--- config.mk ---
export PLATFORM = sky130hd
export DESIGN_NAME = lsu_stage_flat
export DESIGN_NICKNAME = d
export VERILOG_FILES = /design/src/rtl/lsu_stage_if.sv /design/src/rtl/lsu_stage.sv /design/src/flat_wrapper.sv
export SDC_FILE = /design/constraint.sdc
export NUM_CORES = 1
export LEC_CHECK = 0
export ABC_AREA = 1
export BUFFER_PORTS_ARGS = -buffer_cell sky130_fd_sc_hd__buf_2
export CAP_MARGIN = 0
export CORE_ASPECT_RATIO = 0.8
export CORE_MARGIN = 2
export CORE_UTILIZATION = 46
export DETAILED_ROUTE_END_ITERATION = 7
export PLACE_DENSITY = 0.8
export SKIP_LAST_GASP = 1
export SLEW_MARGIN = 5
export SYNTH_ARGS = -nofsm -noshare
export SYNTH_HDL_FRONTEND = slang
export SYNTH_SLANG_ARGS = --single-unit
export TNS_END_PERCENT = 100
--- constraint.sdc ---
create_clock -name clk -period 4.5 [get_ports clk]
set_clock_uncertainty 0.15 [all_clocks]
set_input_delay 0.225 -clock clk [delete_from_list [all_inputs] [get_ports clk]]
set_output_delay 0.225 -clock clk [all_outputs]
set_load 0.02 [all_outputs]
--- src/rtl/lsu_stage_if.sv ---
// Purpose: groups the EXU->LSU, LSU<->data-bus and LSU->WBU signals of the load/store stage.
// Ports:   slave  = the LSU's view (takes EXU instructions, drives the bus request and WBU result);
//          master = the surrounding pipeline / bus / testbench view (mirror image of slave).
interface lsu_stage_if;
    // EXU -> LSU
    logic        exu_valid;
    logic        lsu_ready;
    logic [31:0] exu_res;
    logic [31:0] exu_wdata;
    logic        exu_memrd;
    logic        exu_memwr;
    logic [2:0]  exu_funct3;
    logic        exu_memtoreg;
    logic        exu_regw;
    // LSU <-> data bus
    logic        mem_req;
    logic        mem_we;
    logic [31:0] mem_addr;
    logic [31:0] mem_wdata;
    logic [3:0]  mem_wstrb;
    logic        mem_gnt;
    logic        mem_rvalid;
    logic [31:0] mem_rdata;
    // LSU -> WBU
    logic        lsu_valid;
    logic        wbu_ready;
    logic [31:0] res;
    logic [31:0] dataout;
    logic        memtoreg;
    logic        regw;
    logic        lsu_err;

    modport slave (
        input  exu_valid, exu_res, exu_wdata, exu_memrd, exu_memwr, exu_funct3,
               exu_memtoreg, exu_regw, mem_gnt, mem_rvalid, mem_rdata, wbu_ready,
        output lsu_ready, mem_req, mem_we, mem_addr, mem_wdata, mem_wstrb,
               lsu_valid, res, dataout, memtoreg, regw, lsu_err
    );

    modport master (
        output exu_valid, exu_res, exu_wdata, exu_memrd, exu_memwr, exu_funct3,
               exu_memtoreg, exu_regw, mem_gnt, mem_rvalid, mem_rdata, wbu_ready,
        input  lsu_ready, mem_req, mem_we, mem_addr, mem_wdata, mem_wstrb,
               lsu_valid, res, dataout, memtoreg, regw, lsu_err
    );
endinterface

--- src/rtl/lsu_stage.sv ---
// Purpose: load/store stage between EXU and WBU; one sized, aligned bus access per memory instruction.
// Latency: non-memory / faulting op -> lsu_valid 1 cycle after accept; memory op -> 1 cycle after mem_rvalid.
// Backpressure: lsu_ready only in IDLE; result held stable in DONE until wbu_ready.
// Ports: clk, rst (async, active-high), bus (lsu_stage_if.slave: EXU handshake, data bus, WBU handshake).
// TIMEOUT: bus cycles (REQ+WAIT) before an access aborts with lsu_err; 0 disables, max 255.
module lsu_stage #(
    parameter int unsigned TIMEOUT = 255
) (
    input  logic        clk,
    input  logic        rst,
    lsu_stage_if.slave  bus
);

    typedef enum logic [1:0] {IDLE, REQ, WAIT, DONE} state_t;

    state_t      state, state_d;

    logic [31:0] res_q, dout_q, addr_q, wdata_q;
    logic [3:0]  wstrb_q;
    logic        we_q, m2r_q, regw_q, err_q, memrd_q;
    logic [2:0]  f3_q;
    logic [7:0]  wd_cnt;
    logic        wd_hit;

    // Decode of the instruction offered by EXU
    logic        is_mem, legal, misal, acc_err;
    logic [3:0]  wstrb_d;
    logic [31:0] wdata_d;

    assign is_mem  = bus.exu_memrd | bus.exu_memwr;
    assign misal   = ((bus.exu_funct3[1:0] == 2'b01) && bus.exu_res[0]) ||
                     ((bus.exu_funct3[1:0] == 2'b10) && (bus.exu_res[1:0] != 2'b00));
    assign acc_err = is_mem & (~legal | misal);

    always_comb begin
        legal = 1'b0;
        if (bus.exu_memrd)
            legal = bus.exu_funct3 inside {3'b000, 3'b001, 3'b010, 3'b100, 3'b101};
        else if (bus.exu_memwr)
            legal = bus.exu_funct3 inside {3'b000, 3'b001, 3'b010};
    end

    // Store lanes: data replicated across the word so the strobes pick the right copy
    always_comb begin
        wstrb_d = 4'b0000;
        wdata_d = bus.exu_wdata;
        if (bus.exu_memwr) begin
            case (bus.exu_funct3[1:0])
                2'b00: begin
                    wstrb_d = 4'b0001 << bus.exu_res[1:0];
                    wdata_d = {4{bus.exu_wdata[7:0]}};
                end
                2'b01: begin
                    wstrb_d = 4'b0011 << bus.exu_res[1:0];
                    wdata_d = {2{bus.exu_wdata[15:0]}};
                end
                default: wstrb_d = 4'b1111;
            endcase
        end
    end

    // Load lane extraction and extension
    logic [7:0]  ld_b;
    logic [15:0] ld_h;
    logic [31:0] ld_ext;

    assign ld_b = bus.mem_rdata[{addr_q[1:0], 3'b000} +: 8];
    assign ld_h = bus.mem_rdata[{addr_q[1], 4'b0000} +: 16];

    always_comb begin
        ld_ext = 32'd0;
        case (f3_q)
            3'b000:  ld_ext = {{24{ld_b[7]}}, ld_b};
            3'b001:  ld_ext = {{16{ld_h[15]}}, ld_h};
            3'b010:  ld_ext = bus.mem_rdata;
            3'b100:  ld_ext = {24'd0, ld_b};
            3'b101:  ld_ext = {16'd0, ld_h};
            default: ld_ext = 32'd0;
        endcase
    end

    // Watchdog fires on the last allowed bus cycle so the abort edge is cycle TIMEOUT
    assign wd_hit = (TIMEOUT != 0) && ({24'd0, wd_cnt} == (TIMEOUT - 32'd1));

    always_ff @(posedge clk or posedge rst) begin
        if (rst) state <= IDLE;
        else     state <= state_d;
    end

    always_comb begin
        state_d       = state;
        bus.lsu_ready = 1'b0;
        bus.mem_req   = 1'b0;
        bus.lsu_valid = 1'b0;
        case (state)
            IDLE: begin
                bus.lsu_ready = 1'b1;
                if (bus.exu_valid) state_d = (is_mem && !acc_err) ? REQ : DONE;
            end
            REQ: begin
                bus.mem_req = 1'b1;
                if (wd_hit)           state_d = DONE;
                else if (bus.mem_gnt) state_d = WAIT;
            end
            WAIT: begin
                if (wd_hit)              state_d = DONE;
                else if (bus.mem_rvalid) state_d = DONE;
            end
            DONE: begin
                bus.lsu_valid = 1'b1;
                if (bus.wbu_ready) state_d = IDLE;
            end
            default: state_d = IDLE;
        endcase
    end

    always_ff @(posedge clk or posedge rst) begin
        if (rst) begin
            res_q   <= 32'd0;
            dout_q  <= 32'd0;
            addr_q  <= 32'd0;
            wdata_q <= 32'd0;
            wstrb_q <= 4'd0;
            we_q    <= 1'b0;
            m2r_q   <= 1'b0;
            regw_q  <= 1'b0;
            err_q   <= 1'b0;
            memrd_q <= 1'b0;
            f3_q    <= 3'd0;
            wd_cnt  <= 8'd0;
        end else begin
            case (state)
                IDLE: begin
                    wd_cnt <= 8'd0;
                    if (bus.exu_valid) begin
                        res_q   <= bus.exu_res;
                        m2r_q   <= bus.exu_memtoreg;
                        regw_q  <= bus.exu_regw & ~acc_err;
                        err_q   <= acc_err;
                        dout_q  <= 32'd0;
                        f3_q    <= bus.exu_funct3;
                        memrd_q <= bus.exu_memrd;
                        if (is_mem && !acc_err) begin
                            addr_q  <= bus.exu_res;
                            we_q    <= bus.exu_memwr;
                            wdata_q <= wdata_d;
                            wstrb_q <= wstrb_d;
                        end
                    end
                end
                REQ, WAIT: begin
                    wd_cnt <= wd_cnt + 8'd1;
                    if (wd_hit) begin
                        err_q  <= 1'b1;
                        regw_q <= 1'b0;
                        dout_q <= 32'd0;
                    end else if (state == WAIT && bus.mem_rvalid) begin
                        dout_q <= memrd_q ? ld_ext : 32'd0;
                    end
                end
                default: ;
            endcase
        end
    end

    assign bus.mem_we    = we_q;
    assign bus.mem_addr  = addr_q;
    assign bus.mem_wdata = wdata_q;
    assign bus.mem_wstrb = wstrb_q;
    assign bus.res       = res_q;
    assign bus.dataout   = dout_q;
    assign bus.memtoreg  = m2r_q;
    assign bus.regw      = regw_q;
    assign bus.lsu_err   = err_q;

endmodule
--- src/flat_wrapper.sv ---
// flat-port wrapper written by rule: the top's interface ports become plain ports
module lsu_stage_flat 
#(
    parameter int unsigned TIMEOUT = 255
)
  (clk, rst, bus_exu_valid, bus_exu_res, bus_exu_wdata, bus_exu_memrd, bus_exu_memwr, bus_exu_funct3, bus_exu_memtoreg, bus_exu_regw, bus_mem_gnt, bus_mem_rvalid, bus_mem_rdata, bus_wbu_ready, bus_lsu_ready, bus_mem_req, bus_mem_we, bus_mem_addr, bus_mem_wdata, bus_mem_wstrb, bus_lsu_valid, bus_res, bus_dataout, bus_memtoreg, bus_regw, bus_lsu_err);
  lsu_stage_if bus_i ();
  input  logic clk;
  input  logic rst;
  input wire logic [$bits(bus_i.exu_valid)-1:0] bus_exu_valid;
  input wire logic [$bits(bus_i.exu_res)-1:0] bus_exu_res;
  input wire logic [$bits(bus_i.exu_wdata)-1:0] bus_exu_wdata;
  input wire logic [$bits(bus_i.exu_memrd)-1:0] bus_exu_memrd;
  input wire logic [$bits(bus_i.exu_memwr)-1:0] bus_exu_memwr;
  input wire logic [$bits(bus_i.exu_funct3)-1:0] bus_exu_funct3;
  input wire logic [$bits(bus_i.exu_memtoreg)-1:0] bus_exu_memtoreg;
  input wire logic [$bits(bus_i.exu_regw)-1:0] bus_exu_regw;
  input wire logic [$bits(bus_i.mem_gnt)-1:0] bus_mem_gnt;
  input wire logic [$bits(bus_i.mem_rvalid)-1:0] bus_mem_rvalid;
  input wire logic [$bits(bus_i.mem_rdata)-1:0] bus_mem_rdata;
  input wire logic [$bits(bus_i.wbu_ready)-1:0] bus_wbu_ready;
  output wire logic [$bits(bus_i.lsu_ready)-1:0] bus_lsu_ready;
  output wire logic [$bits(bus_i.mem_req)-1:0] bus_mem_req;
  output wire logic [$bits(bus_i.mem_we)-1:0] bus_mem_we;
  output wire logic [$bits(bus_i.mem_addr)-1:0] bus_mem_addr;
  output wire logic [$bits(bus_i.mem_wdata)-1:0] bus_mem_wdata;
  output wire logic [$bits(bus_i.mem_wstrb)-1:0] bus_mem_wstrb;
  output wire logic [$bits(bus_i.lsu_valid)-1:0] bus_lsu_valid;
  output wire logic [$bits(bus_i.res)-1:0] bus_res;
  output wire logic [$bits(bus_i.dataout)-1:0] bus_dataout;
  output wire logic [$bits(bus_i.memtoreg)-1:0] bus_memtoreg;
  output wire logic [$bits(bus_i.regw)-1:0] bus_regw;
  output wire logic [$bits(bus_i.lsu_err)-1:0] bus_lsu_err;
  assign bus_i.exu_valid = bus_exu_valid;
  assign bus_i.exu_res = bus_exu_res;
  assign bus_i.exu_wdata = bus_exu_wdata;
  assign bus_i.exu_memrd = bus_exu_memrd;
  assign bus_i.exu_memwr = bus_exu_memwr;
  assign bus_i.exu_funct3 = bus_exu_funct3;
  assign bus_i.exu_memtoreg = bus_exu_memtoreg;
  assign bus_i.exu_regw = bus_exu_regw;
  assign bus_i.mem_gnt = bus_mem_gnt;
  assign bus_i.mem_rvalid = bus_mem_rvalid;
  assign bus_i.mem_rdata = bus_mem_rdata;
  assign bus_i.wbu_ready = bus_wbu_ready;
  assign bus_lsu_ready = bus_i.lsu_ready;
  assign bus_mem_req = bus_i.mem_req;
  assign bus_mem_we = bus_i.mem_we;
  assign bus_mem_addr = bus_i.mem_addr;
  assign bus_mem_wdata = bus_i.mem_wdata;
  assign bus_mem_wstrb = bus_i.mem_wstrb;
  assign bus_lsu_valid = bus_i.lsu_valid;
  assign bus_res = bus_i.res;
  assign bus_dataout = bus_i.dataout;
  assign bus_memtoreg = bus_i.memtoreg;
  assign bus_regw = bus_i.regw;
  assign bus_lsu_err = bus_i.lsu_err;
  lsu_stage #(.TIMEOUT(TIMEOUT)) u_core (.clk(clk), .rst(rst), .bus(bus_i));
endmodule
==> results of run 1 <==
==> what timing repair did <==
item                                   CTS  global route
hold buffers                            69             0
endpoints found under the hold margin  158             0
setup endpoints to repair                0             0
==> layer usage <==
| metal | GRT usage (%) | routed length, µm | up-vias |
|---|---|---|---|
| met1 | 35.06 | 9436 | 3463 |
| met4 | 9.216 | 546 | 0 |
| met5 | 0 | 0 | - |
| met2 | 46.10 | 11010 | 414 |
| li1 | - | - | 3549 |
| met3 | 7.519 | 2204 | 48 |
==> flip-flops by register name (all words and copies together), names as in the netlist <==
register,cells
u_core.bus.dataout,32
u_core.bus.mem_addr,32
u_core.bus.mem_wdata,32
u_core.bus.res,32
u_core.wd_cnt,8
u_core.bus.mem_wstrb,4
u_core.f3_q,3
u_core.state,2
u_core.bus.lsu_err,1
u_core.bus.mem_we,1
u_core.bus.memtoreg,1
u_core.bus.regw,1
u_core.memrd_q,1
==> worst max-delay path: cells and delay by family, from the launching register on <==
family	cells	cell delay, ns
and+or+nand+nor	6	1.58
DFF	1	0.43
adders and majority gates	1	0.31
buffers and inverters	2	0.16
==> power groups by stage <==
stage               clock (mW)  sequential [mW]  combinational, mW
floorplan                    0             2.97               1.40
global placement             0             2.34               2.98
detailed placement           0             2.34               3.04
CTS                       1.43             2.34               3.09
global route              1.50             2.45               3.42
finish                    1.42             2.38               3.12
==> kinds of logic after synthesis <==
family / count (synthesis) / synth area share (%)
multiplexers: 31 / 4.741
adder cells (fa/ha/maj): 7 / 1.189
buffers and inverters: 104 / 6.236
flip-flops: 150 / 50.98
AO/OA/AOI/OAI: 32 / 2.226
AND/OR/NAND/NOR: 640 / 34.39
XOR/XNOR: 2 / 0.2379
==> area by class of cell <==
class / instances / area (µm²) / area share (%)
diodes: 1 / 2.502 / 0.02510
clock buffers: 17 / 425.4 / 4.268
clock inverters: 12 / 148.9 / 1.494
inverters: 62 / 237.7 / 2.385
multi-input cells: 712 / 3162 / 31.72
flip-flops and latches: 150 / 3754 / 37.66
well taps: 215 / 269.0 / 2.699
repair buffers: 320 / 1969 / 19.76
==> per-stage QoR <==
stage	util (%)	setup slack, ns	cells	instance area, µm²
CTS	63.49	1.769	1488	9966
finish	63.50	1.804	1489	9968
global route	63.49	1.520	1488	9966
floorplan	-	0.08861	966	7363
global placement	55.43	1.916	1390	8701
detailed placement	55.43	1.829	1390	8701
==> final timing paths <==
path | end | from | slack (ns)
min in group asynchronous | u_core.bus.dataout[11] | rst | 0.28
setup reg to reg | u_core.bus.dataout[24] | u_core.state[0] | 1.80
hold / removal | u_core.bus.dataout[4] | bus_mem_rdata[4] | 0.03
hold reg to reg | u_core.bus.mem_wdata[4] | u_core.bus.mem_wdata[4] | 0.32
max in group asynchronous | u_core.bus.mem_addr[24] | rst | 2.90
setup / recovery | u_core.bus.dataout[24] | u_core.state[0] | 1.80
==> layout by cell type (no fill, tap or decap), types with 2 or more instances in the layout <==
cell / count
a21oi_1: 8
buf_2: 247
buf_4: 3
bufinv_16: 2
clkbuf_16: 17
clkinv_4: 5
dfrtp_1: 150
dlygate4sd3_1: 69
ha_1: 7
inv_1: 57
inv_2: 4
inv_6: 4
mux2_2: 31
nand2_1: 520
nand2_2: 3
nand3_1: 48
nand3_2: 2
nand4_1: 2
nor2_1: 55
nor2_2: 2
nor2_4: 4
nor3_1: 3
o21ai_0: 22
==> out/qor.txt, run 1 <==
outcome - completed
CP Capture Type - flop
Die ar. - 17040 µm²
RSZ-0062 raised after global routing - no
Comb pwr share - 45.1%
startpoint types - flop
Clock Path Buffers - 2
Die Height - 117.2 µm
CTS resizes - 0
drt first pass iters - 5
prevailing post-synth register cell - dfrtp_1
Mapped Nets - 1082
layout cell share with drive strength beyond 1 - 25.77%
Fill cells - 1313
Crit path required time - 4.71 ns
TritonCTS buffer count - 17
Cell Rows - 41
Post-Synthesis Cells - 966
WS Path Type - flop to flop
pwr/cell area - 693.8 nW/µm²
hold depth - 5
Core Region - 15700 µm²
Final min period - 2.696 ns
FMAX - 0.3709 GHz
WL per Instance - 15.58 µm
TritonCTS sink count - 150
post-synthesis sequential area ratio - 50.98%
worst hold path type - input port to flop
Final Hold Vio Count - 0
Clock Power Share - 20.5%
hold slack final - 0.03448 ns
Root Driver - clkbuf_16
Layout Nets - 1379
largest net degree at the start of global routing - 70
via count - 7474
first-pass GRT wire length - 36.76 mm
Post-Syn Area - 7363 µm²
Reg power frac - 34.4%
MaxCap Viol Count - 0
io pins - 248
clk_lat worst skew - 0.42 ns
Layout area overhead - 35.38%
CP max-delay cell - nor2_4
P_sw - 3.119 mW
Die Width - 145.5 µm
# H-tree levels - 4
worst path cell trace - inv_1 -> ha_1 -> nand2_1 -> nand2_1 -> inv_2 -> nand2_2 -> nor2_4 -> nand2_1 -> nand2_1
Yosys reg bits - 150
clk slew on worst S/H paths - 0.06 ns
DRC Markers - 0
vias per cell - 5.019
Detail Route Antenna Nets - 0
post-synth top area share - 50.98%
Sw Ratio - 45.09%
Rel. slew slack - 27.07%
postcts setup bufs - 0
synth top area cells - dfrtp_1 (51%), nand2_1 (27%), mux2_2 (4.7%)
Avg Cell Area, Syn - 7.622 µm²
maximum vdd drop - 0.0004545 V
Synth top cells by count - nand2_1 (521), dfrtp_1 (150), inv_1 (58)
Initial Utilization - 46.91%
slowest cell delay on critical path - 0.75 ns
ys async rst share - 100.0%
yosys warns - 0
Detailed Route Iter0 Violations - 591
Tightest Pin Transition - 1.092 ns
# setup viols final - 0
Leak - 5.802 nW
distinct cell type count after synthesis - 27
fin crit share - 59.92%
Reg2Reg Depth - 9
Internal Power - 3.797 mW
number of global-route vias before repair - 7147
final wirelength - 23.19 mm
GP Congestion - 0.8516
Setup TNS - 0 ns
hpwl dp - 14.70 mm
most frequent CP cell - nand2_1
initial antenna violation count - 1
area leader, netlist - dfrtp_1
port bufs - 247
Final Max Slew Viols - 0
data arrival time of the critical path - 2.91 ns
gr ovfl total - 0
Post-synth EDFFs - 0
GRT Util Overall - 27.46%
CP Max Fanout - 33
top-count cell post-synth - nand2_1
Total Power - 6.916 mW
CTS tree - built
Power figures use the tool's default switching activity.
==> run 2: changes to the inputs <==
--- a/config.mk
+++ b/config.mk
@@ -5,14 +5,14 @@
 export SDC_FILE = /design/constraint.sdc
 export NUM_CORES = 1
 export LEC_CHECK = 0
-export ABC_AREA = 1
+export ABC_AREA = 0
 export BUFFER_PORTS_ARGS = -buffer_cell sky130_fd_sc_hd__buf_2
 export CAP_MARGIN = 0
 export CORE_ASPECT_RATIO = 0.8
 export CORE_MARGIN = 2
-export CORE_UTILIZATION = 46
+export CORE_UTILIZATION = 50
 export DETAILED_ROUTE_END_ITERATION = 7
-export PLACE_DENSITY = 0.8
+export PLACE_DENSITY = 0.83
 export SKIP_LAST_GASP = 1
 export SLEW_MARGIN = 5
 export SYNTH_ARGS = -nofsm -noshare
==> constraint.sdc (replaced) <==
create_clock -name clk -period 2.8 [get_ports clk]
set_clock_uncertainty 0.15 [all_clocks]
set_input_delay 0.14 -clock clk [delete_from_list [all_inputs] [get_ports clk]]
set_output_delay 0.14 -clock clk [all_outputs]
set_load 0.02 [all_outputs]
==> run 2 against run 1 <==
The run now ends with DRC left. Power rose by 70%. First-iteration DRC count decreased by 2.0%. Die area down 12%. Register-to-register slack lost 1.5 ns. Sequential power rose by 65%. Synthesized area shrank 5.1%. Clock power is 67% higher. Core utilization grew 11 points. Combinational power is 76% higher. Sequential cell count stayed put. Hold slack improved by 0.0029 ns. Synthesized cell count fell by 47%. Critical endpoint is now u_core.bus.dataout[4]. Largest cell class unchanged.
==> out/qor.txt, run 2 <==
worst path cell trace - nor3b_2 -> a222oi_1 -> dlygate4sd3_1 -> o2bb2ai_1 (was inv_1 -> ha_1 -> nand2_1 -> nand2_1 -> inv_2 -> nand2_2 -> nor2_4 -> nand2_1 -> nand2_1)
RR Endpoint - u_core.bus.dataout[4] (was u_core.bus.dataout[24])
FF-to-FF Start - u_core.bus.mem_addr[1] (was u_core.state[0])
first-pass GRT wire length - 34.32 mm (was 36.76 mm)
FMAX - 0.3947 GHz (was 0.3709 GHz)
Detail Route Antenna Nets - 0 (unchanged)
Cell Rows - 38 (was 41)
post-synthesis mux area share - 24.16% (was 4.741%)
post-synthesis sequential area ratio - 53.73% (was 50.98%)
top-count cell post-synth - dfrtp_1 (was nand2_1)
via count - 6071 (was 7474)
Final Max Slew Viols - 0 (unchanged)
largest family of logic cells by synthesized area - multiplexers (was simple AND/OR/NAND/NOR gates)
CP max-delay cell - dfrtp_1 (was nor2_4)
P_sw - 4.867 mW (was 3.119 mW)
post-route worst setup slack - 0.2663 ns (was 1.804 ns)
compound-gate portion of the synthesized area - 12.56% (was 2.226%)
Critical Path End - u_core.bus.dataout[4] (was u_core.bus.dataout[24])
data arrival time of the critical path - 2.72 ns (was 2.91 ns)
violated checks - DRC
yosys warns - 0 (unchanged)
CP Capture Type - flop (unchanged)
Final Hold Vio Count - 0 (unchanged)
area leader, netlist - dfrtp_1 (unchanged)
Die ar. - 14940 µm² (was 17040 µm²)
commonest cells after routing, fill and taps aside - buf_2 (247), dfrtp_1 (150), dlygate4sd3_1 (104), mux2_2 (87), mux2_4 (39) (was nand2_1 (520), buf_2 (247), dfrtp_1 (150), dlygate4sd3_1 (69), inv_1 (57))
Clock Power Share - 20.1% (was 20.5%)
TritonCTS buffer count - 17 (unchanged)
port bufs - 247 (unchanged)
distinct cell type count after synthesis - 52 (was 27)
CP Max Fanout - 14 (was 33)
Post-synth EDFFs - 0 (unchanged)
Layout area overhead - 44.22% (was 35.38%)
Initial Utilization - 51.37% (was 46.91%)
Final min period - 2.534 ns (was 2.696 ns)
WL per Instance - 20.78 µm (was 15.58 µm)
WS Path Type - flop to flop (unchanged)
vias per cell - 5.749 (was 5.019)
drt first pass iters - 8 (was 5)
TritonCTS sink count - 150 (unchanged)
fin crit share - 90.49% (was 59.92%)
outcome - finished with violations (was completed)
Inst Count DP - 921 (was 1390)
Hold Startpoint - bus_exu_wdata[15] (was bus_mem_rdata[4])
Placed Instance Area - 8424 µm² (was 8701 µm²)
clk_lat worst skew - 0.42 ns (about the same)
initial antenna violation count - 0 (was 1)
Synth top cells by count - dfrtp_1 (150), mux2_2 (87), mux2_4 (39) (was nand2_1 (521), dfrtp_1 (150), inv_1 (58))
Mapped Nets - 629 (was 1082)
Crit path required time - 2.98 ns (was 4.71 ns)
# H-tree levels - 4 (unchanged)
n_diodes - 0 (was 1)
end-of-flow core utilization - 74.09% (was 63.50%)
MaxCap Viol Count - 0 (unchanged)
Total Power - 11.78 mW (was 6.916 mW)
DRC Markers - 1 (was 0)
Post-Syn Area - 6985 µm² (was 7363 µm²)
Core Region - 13600 µm² (was 15700 µm²)
number of global-route vias before repair - 6489 (was 7147)
Yosys reg bits - 150 (unchanged)
Reg power frac - 33.2% (was 34.4%)
Leak - 4.845 nW (was 5.802 nW)
io pins - 248 (unchanged)
# setup viols final - 0 (unchanged)
Place WS - 0.4531 ns (was 1.829 ns)
maximum vdd drop - 0.0007035 V (was 0.0004545 V)
layout cell share with drive strength beyond 1 - 48.86% (was 25.77%)
Root Driver - clkbuf_16 (unchanged)
post-synth top area share - 53.73% (was 50.98%)
Rel. slew slack - 40.97% (was 27.07%)
synth top area cells - dfrtp_1 (54%), mux2_2 (14%), mux2_4 (8.4%) (was dfrtp_1 (51%), nand2_1 (27%), mux2_2 (4.7%))
Tightest Pin Transition - 0.8855 ns (was 1.092 ns)
final wirelength - 21.95 mm (was 23.19 mm)
prevailing post-synth register cell - dfrtp_1 (unchanged)
Die Width - 136.2 µm (was 145.5 µm)
GP Congestion - 0.8643 (was 0.8516)
Reg2Reg Depth - 4 (was 9)
Clock Path Buffers - 2 (unchanged)
Finished Cell Area - 10070 µm² (was 9968 µm²)
Post-Synthesis Cells - 513 (was 966)
Detailed Route Iter0 Violations - 579 (was 591)
gr ovfl total - 0 (unchanged)
Synth Area in Simple Gates - 4.567% (was 34.39%)
slack of the worst reg-to-reg path - 0.27 ns (was 1.80 ns)
RSZ-0062 raised after global routing - no (unchanged)
Final Non-Filler Cells - 1056 (was 1489)
hold slack final - 0.03734 ns (was 0.03448 ns)
hpwl dp - 13.04 mm (was 14.70 mm)
Die Height - 109.7 µm (was 117.2 µm)
slowest cell delay on critical path - 0.73 ns (was 0.75 ns)
GRT Util Overall - 29.80% (was 27.46%)
Sw Ratio - 41.32% (was 45.09%)
ys async rst share - 100.0% (unchanged)
CTS tree - built (unchanged)
startpoint types - flop (unchanged)
pwr/cell area - 1169 nW/µm² (was 693.8 nW/µm²)
Avg Cell Area, Syn - 13.62 µm² (was 7.622 µm²)
clk slew on worst S/H paths - 0.06 ns (about the same)
Layout Nets - 980 (was 1379)
post-synthesis adder-cell area fraction - 1.254% (was 1.189%)
crit path from - u_core.bus.mem_addr[1] (was u_core.state[0])
Internal Power - 6.912 mW (was 3.797 mW)
Comb pwr share - 46.7% (was 45.1%)
largest net degree at the start of global routing - 151 (was 70)
worst hold path type - input port to flop (unchanged)
Post-Synth XOR/XNOR Area - 0.2508% (was 0.2379%)
most common cell after layout, fill and taps aside - buf_2 (was nand2_1)
Setup TNS - 0 ns (unchanged)
## run 2: timing repair
item                                    CTS  global route
gates resized for setup                   0             2
setup buffers                             0             0
endpoints found under the setup margin    0             6
hold endpoints to repair                288             0
hold buffers                            104             0
## run 2: kinds of logic after synthesis
group	Yosys count
fa+ha+maj	7
compound gates	115
xor+xnor	2
flops	150
simple gates	59
mux	137
buf+inv	43
## run 2: final cells by class
cell class / instances / area [µm²]
multi-input combinational: 320 / 3004
fill: 847 / 3523
sequential: 150 / 3754
timing repair buffer: 363 / 2442
tap: 180 / 225.2
inverter: 12 / 48.80
clock inverter: 14 / 175.2
clock buffer: 17 / 425.4
## run 2: how the worst min path moves through the flow
stage | depth (start not counted) | end
final | 4 | u_core.bus.mem_wdata[15]
after global routing | 4 | u_core.bus.mem_wdata[15]
after CTS | 4 | u_core.bus.mem_wdata[15]
after detailed placement | 2 | u_core.bus.memtoreg
after global placement | 2 | u_core.bus.memtoreg
after floorplan | 1 | u_core.bus.mem_addr[0]
## run 2: per-layer routing
layer  up-vias  wire length [µm]  track usage [%]
met1      3034              8478            35.63
met2       372             11140            51.90
met5         -                 0                0
li1       2618                 -                -
met4         0               450            10.42
met3        47              1877            8.391
## run 2: power groups by stage
stage          clock [mW]  sequential (mW)  combinational (mW)
6_report             2.37             3.92                5.50
3_3_place_gp            0             3.79                5.01
5_1_grt              2.48             4.02                5.84
4_1_cts              2.38             3.85                5.39
2_1_floorplan           0             4.91                2.32
3_5_place_dp            0             3.85                5.18
## run 2: critical path: cells and delay by family (launching register included)
kind,cells,cell delay [ns]
buf+inv,1,0.62
flops,1,0.73
compound gates,2,0.31
simple gates,1,0.63
==> run 3: changes to the inputs <==
==> constraint.sdc (replaced) <==
create_clock -name clk -period 2.85 [get_ports clk]
set_clock_uncertainty 0.15 [all_clocks]
set_input_delay 0.1425 -clock clk [delete_from_list [all_inputs] [get_ports clk]]
set_output_delay 0.1425 -clock clk [all_outputs]
set_load 0.02 [all_outputs]
==> run 3 against run 2 <==
The run now ends clean. First-iteration DRC count fell by 22%. Clock power decreased by 14%. Largest cell class unchanged. Sequential cell count did not move.
==> out/qor.txt, run 3 (synthesis results as in run 2) <==
Critical Path End - u_core.bus.dataout[5] (was u_core.bus.dataout[4])
initial antenna violation count - 1 (was 0)
Total Power - 11.25 mW (was 11.78 mW)
gr ovfl total - 0 (unchanged)
Detail Route Antenna Nets - 0 (unchanged)
vias per cell - 5.691 (was 5.749)
Die Width - 136.2 µm (unchanged)
first-pass GRT wire length - 33.85 mm (was 34.32 mm)
RSZ-0062 raised after global routing - no (unchanged)
final wirelength - 21.99 mm (was 21.95 mm)
GRT Util Overall - 29.56% (was 29.80%)
Cell Rows - 38 (unchanged)
Die ar. - 14940 µm² (unchanged)
Setup TNS - 0 ns (unchanged)
clk_lat worst skew - 0.41 ns (was 0.42 ns)
Layout area overhead - 43.58% (was 44.22%)
Tightest Pin Transition - 0.7864 ns (was 0.8855 ns)
WL per Instance - 20.75 µm (was 20.78 µm)
FMAX - 0.3670 GHz (was 0.3947 GHz)
clk slew on worst S/H paths - 0.06 ns (about the same)
CP Max Fanout - 14 (unchanged)
DRC Markers - 0 (was 1)
Crit path required time - 3.04 ns (was 2.98 ns)
Final Max Slew Viols - 0 (unchanged)
hold slack final - 0.05517 ns (was 0.03734 ns)
slack of the worst reg-to-reg path - 0.13 ns (was 0.27 ns)
commonest cells after routing, fill and taps aside - buf_2 (247), dfrtp_1 (150), dlygate4sd3_1 (107), mux2_2 (87), mux2_4 (39) (was buf_2 (247), dfrtp_1 (150), dlygate4sd3_1 (104), mux2_2 (87), mux2_4 (39))
Final min period - 2.725 ns (was 2.534 ns)
crit path from - u_core.bus.mem_addr[1] (unchanged)
FF-to-FF Start - u_core.bus.mem_addr[1] (unchanged)
Die Height - 109.7 µm (unchanged)
startpoint types - flop (unchanged)
WS Path Type - flop to flop (unchanged)
Initial Utilization - 51.37% (unchanged)
Sw Ratio - 41.87% (was 41.32%)
Leak - 4.814 nW (was 4.845 nW)
CP Capture Type - flop (unchanged)
CTS tree - built (unchanged)
Finished Cell Area - 10030 µm² (was 10070 µm²)
P_sw - 4.712 mW (was 4.867 mW)
TritonCTS sink count - 150 (unchanged)
Place WS - 0.4677 ns (was 0.4531 ns)
drt first pass iters - 6 (was 8)
TritonCTS buffer count - 17 (unchanged)
largest net degree at the start of global routing - 151 (unchanged)
port bufs - 247 (unchanged)
MaxCap Viol Count - 0 (unchanged)
Final Hold Vio Count - 0 (unchanged)
layout cell share with drive strength beyond 1 - 48.35% (was 48.86%)
number of global-route vias before repair - 6488 (was 6489)
Detailed Route Iter0 Violations - 451 (was 579)
maximum vdd drop - 0.0008234 V (was 0.0007035 V)
worst hold path type - input port to flop (unchanged)
data arrival time of the critical path - 2.91 ns (was 2.72 ns)
Layout Nets - 983 (was 980)
GP Congestion - 0.8737 (was 0.8643)
fin crit share - 95.61% (was 90.49%)
Comb pwr share - 47.9% (was 46.7%)
hpwl dp - 13.11 mm (was 13.04 mm)
post-route worst setup slack - 0.1251 ns (was 0.2663 ns)
Internal Power - 6.541 mW (was 6.912 mW)
Clock Power Share - 18.0% (was 20.1%)
via count - 6032 (was 6071)
# setup viols final - 0 (unchanged)
pwr/cell area - 1122 nW/µm² (was 1169 nW/µm²)
Clock Path Buffers - 2 (unchanged)
most common cell after layout, fill and taps aside - buf_2 (unchanged)
Reg2Reg Depth - 5 (was 4)
Core Region - 13600 µm² (unchanged)
RR Endpoint - u_core.bus.dataout[5] (was u_core.bus.dataout[4])
Root Driver - clkbuf_16 (unchanged)
Placed Instance Area - 8424 µm² (unchanged)
outcome - completed (was finished with violations)
io pins - 248 (unchanged)
# H-tree levels - 4 (unchanged)
Rel. slew slack - 47.57% (was 40.97%)
Reg power frac - 34.0% (was 33.2%)
-- run 3: changes by cell type in the layout (fill, tap and decap cells not counted), moves of 2 or more --
cell	change
bufinv_16	-3
clkbuf_1	+2
dlygate4sd3_1	+3
inv_6	-3
-- run 3: repair_timing --
action                                  in CTS  in global routing
hold buffers                               107                  0
setup buffers                                0                  0
endpoints found under the setup margin       0                  6
resized for setup                            0                  1
endpoints found under the hold margin      288                  0
-- run 3: per-stage QoR --
| step | std cells | util (%) |
|---|---|---|
| after floorplan | 513 | - |
| after global placement | 921 | 61.95 |
| after detailed placement | 921 | 61.95 |
| after CTS | 1059 | 73.70 |
| after global routing | 1060 | 73.76 |
| final | 1060 | 73.76 |
-- run 3: worst min-delay path by stage --
stage | startpoint | to | slack [ns] | cells after the start
floorplan | bus_exu_res[0] | u_core.bus.mem_addr[0] | 0.14 | 1
global placement | bus_exu_memtoreg | u_core.bus.memtoreg | 0.23 | 2
detailed placement | bus_exu_memtoreg | u_core.bus.memtoreg | 0.23 | 2
CTS | bus_wbu_ready | u_core.state[0] | 0.01 | 5
global route | bus_wbu_ready | u_core.state[0] | 0.09 | 5
finish | bus_wbu_ready | u_core.state[0] | 0.06 | 5
-- run 3: layout make-up --
class / count / area (µm²)
inverter: 12 / 48.80
timing repair buffer: 366 / 2472
fill: 840 / 3568
sequential: 150 / 3754
multi-input combinational: 320 / 3000
tap: 180 / 225.2
clock inverter: 11 / 80.08
clock buffer: 20 / 446.7
antenna: 1 / 2.502
-- run 3: routing by layer --
| layer | track usage [%] | vias to the layer above | share of wire, % | wire, µm |
|---|---|---|---|---|
| li1 | - | 2628 | - | - |
| met1 | 34.25 | 2947 | 37 | 8212 |
| met2 | 50.36 | 366 | 50 | 10940 |
| met3 | 9.175 | 91 | 8.6 | 1891 |
| met4 | 14.14 | 0 | 4.3 | 947 |
| met5 | 0 | - | 0 | 0 |
-- run 3: critical path, stage by stage, from the launching register on --
cell	delay, ns
dfrtp_1	0.62
or2_2	0.39
o21bai_1	0.50
a222oi_1	0.21
dlygate4sd3_1	0.60
o2bb2ai_1	0.16
-- run 3: power by group through the flow --
stage	clock network, mW	registers (mW)	logic [mW]
3_5_place_dp	0	3.78	5.09
2_1_floorplan	0	4.82	2.28
4_1_cts	2.05	3.77	5.29
5_1_grt	2.15	3.94	5.72
3_3_place_gp	0	3.72	4.92
6_report	2.03	3.83	5.39
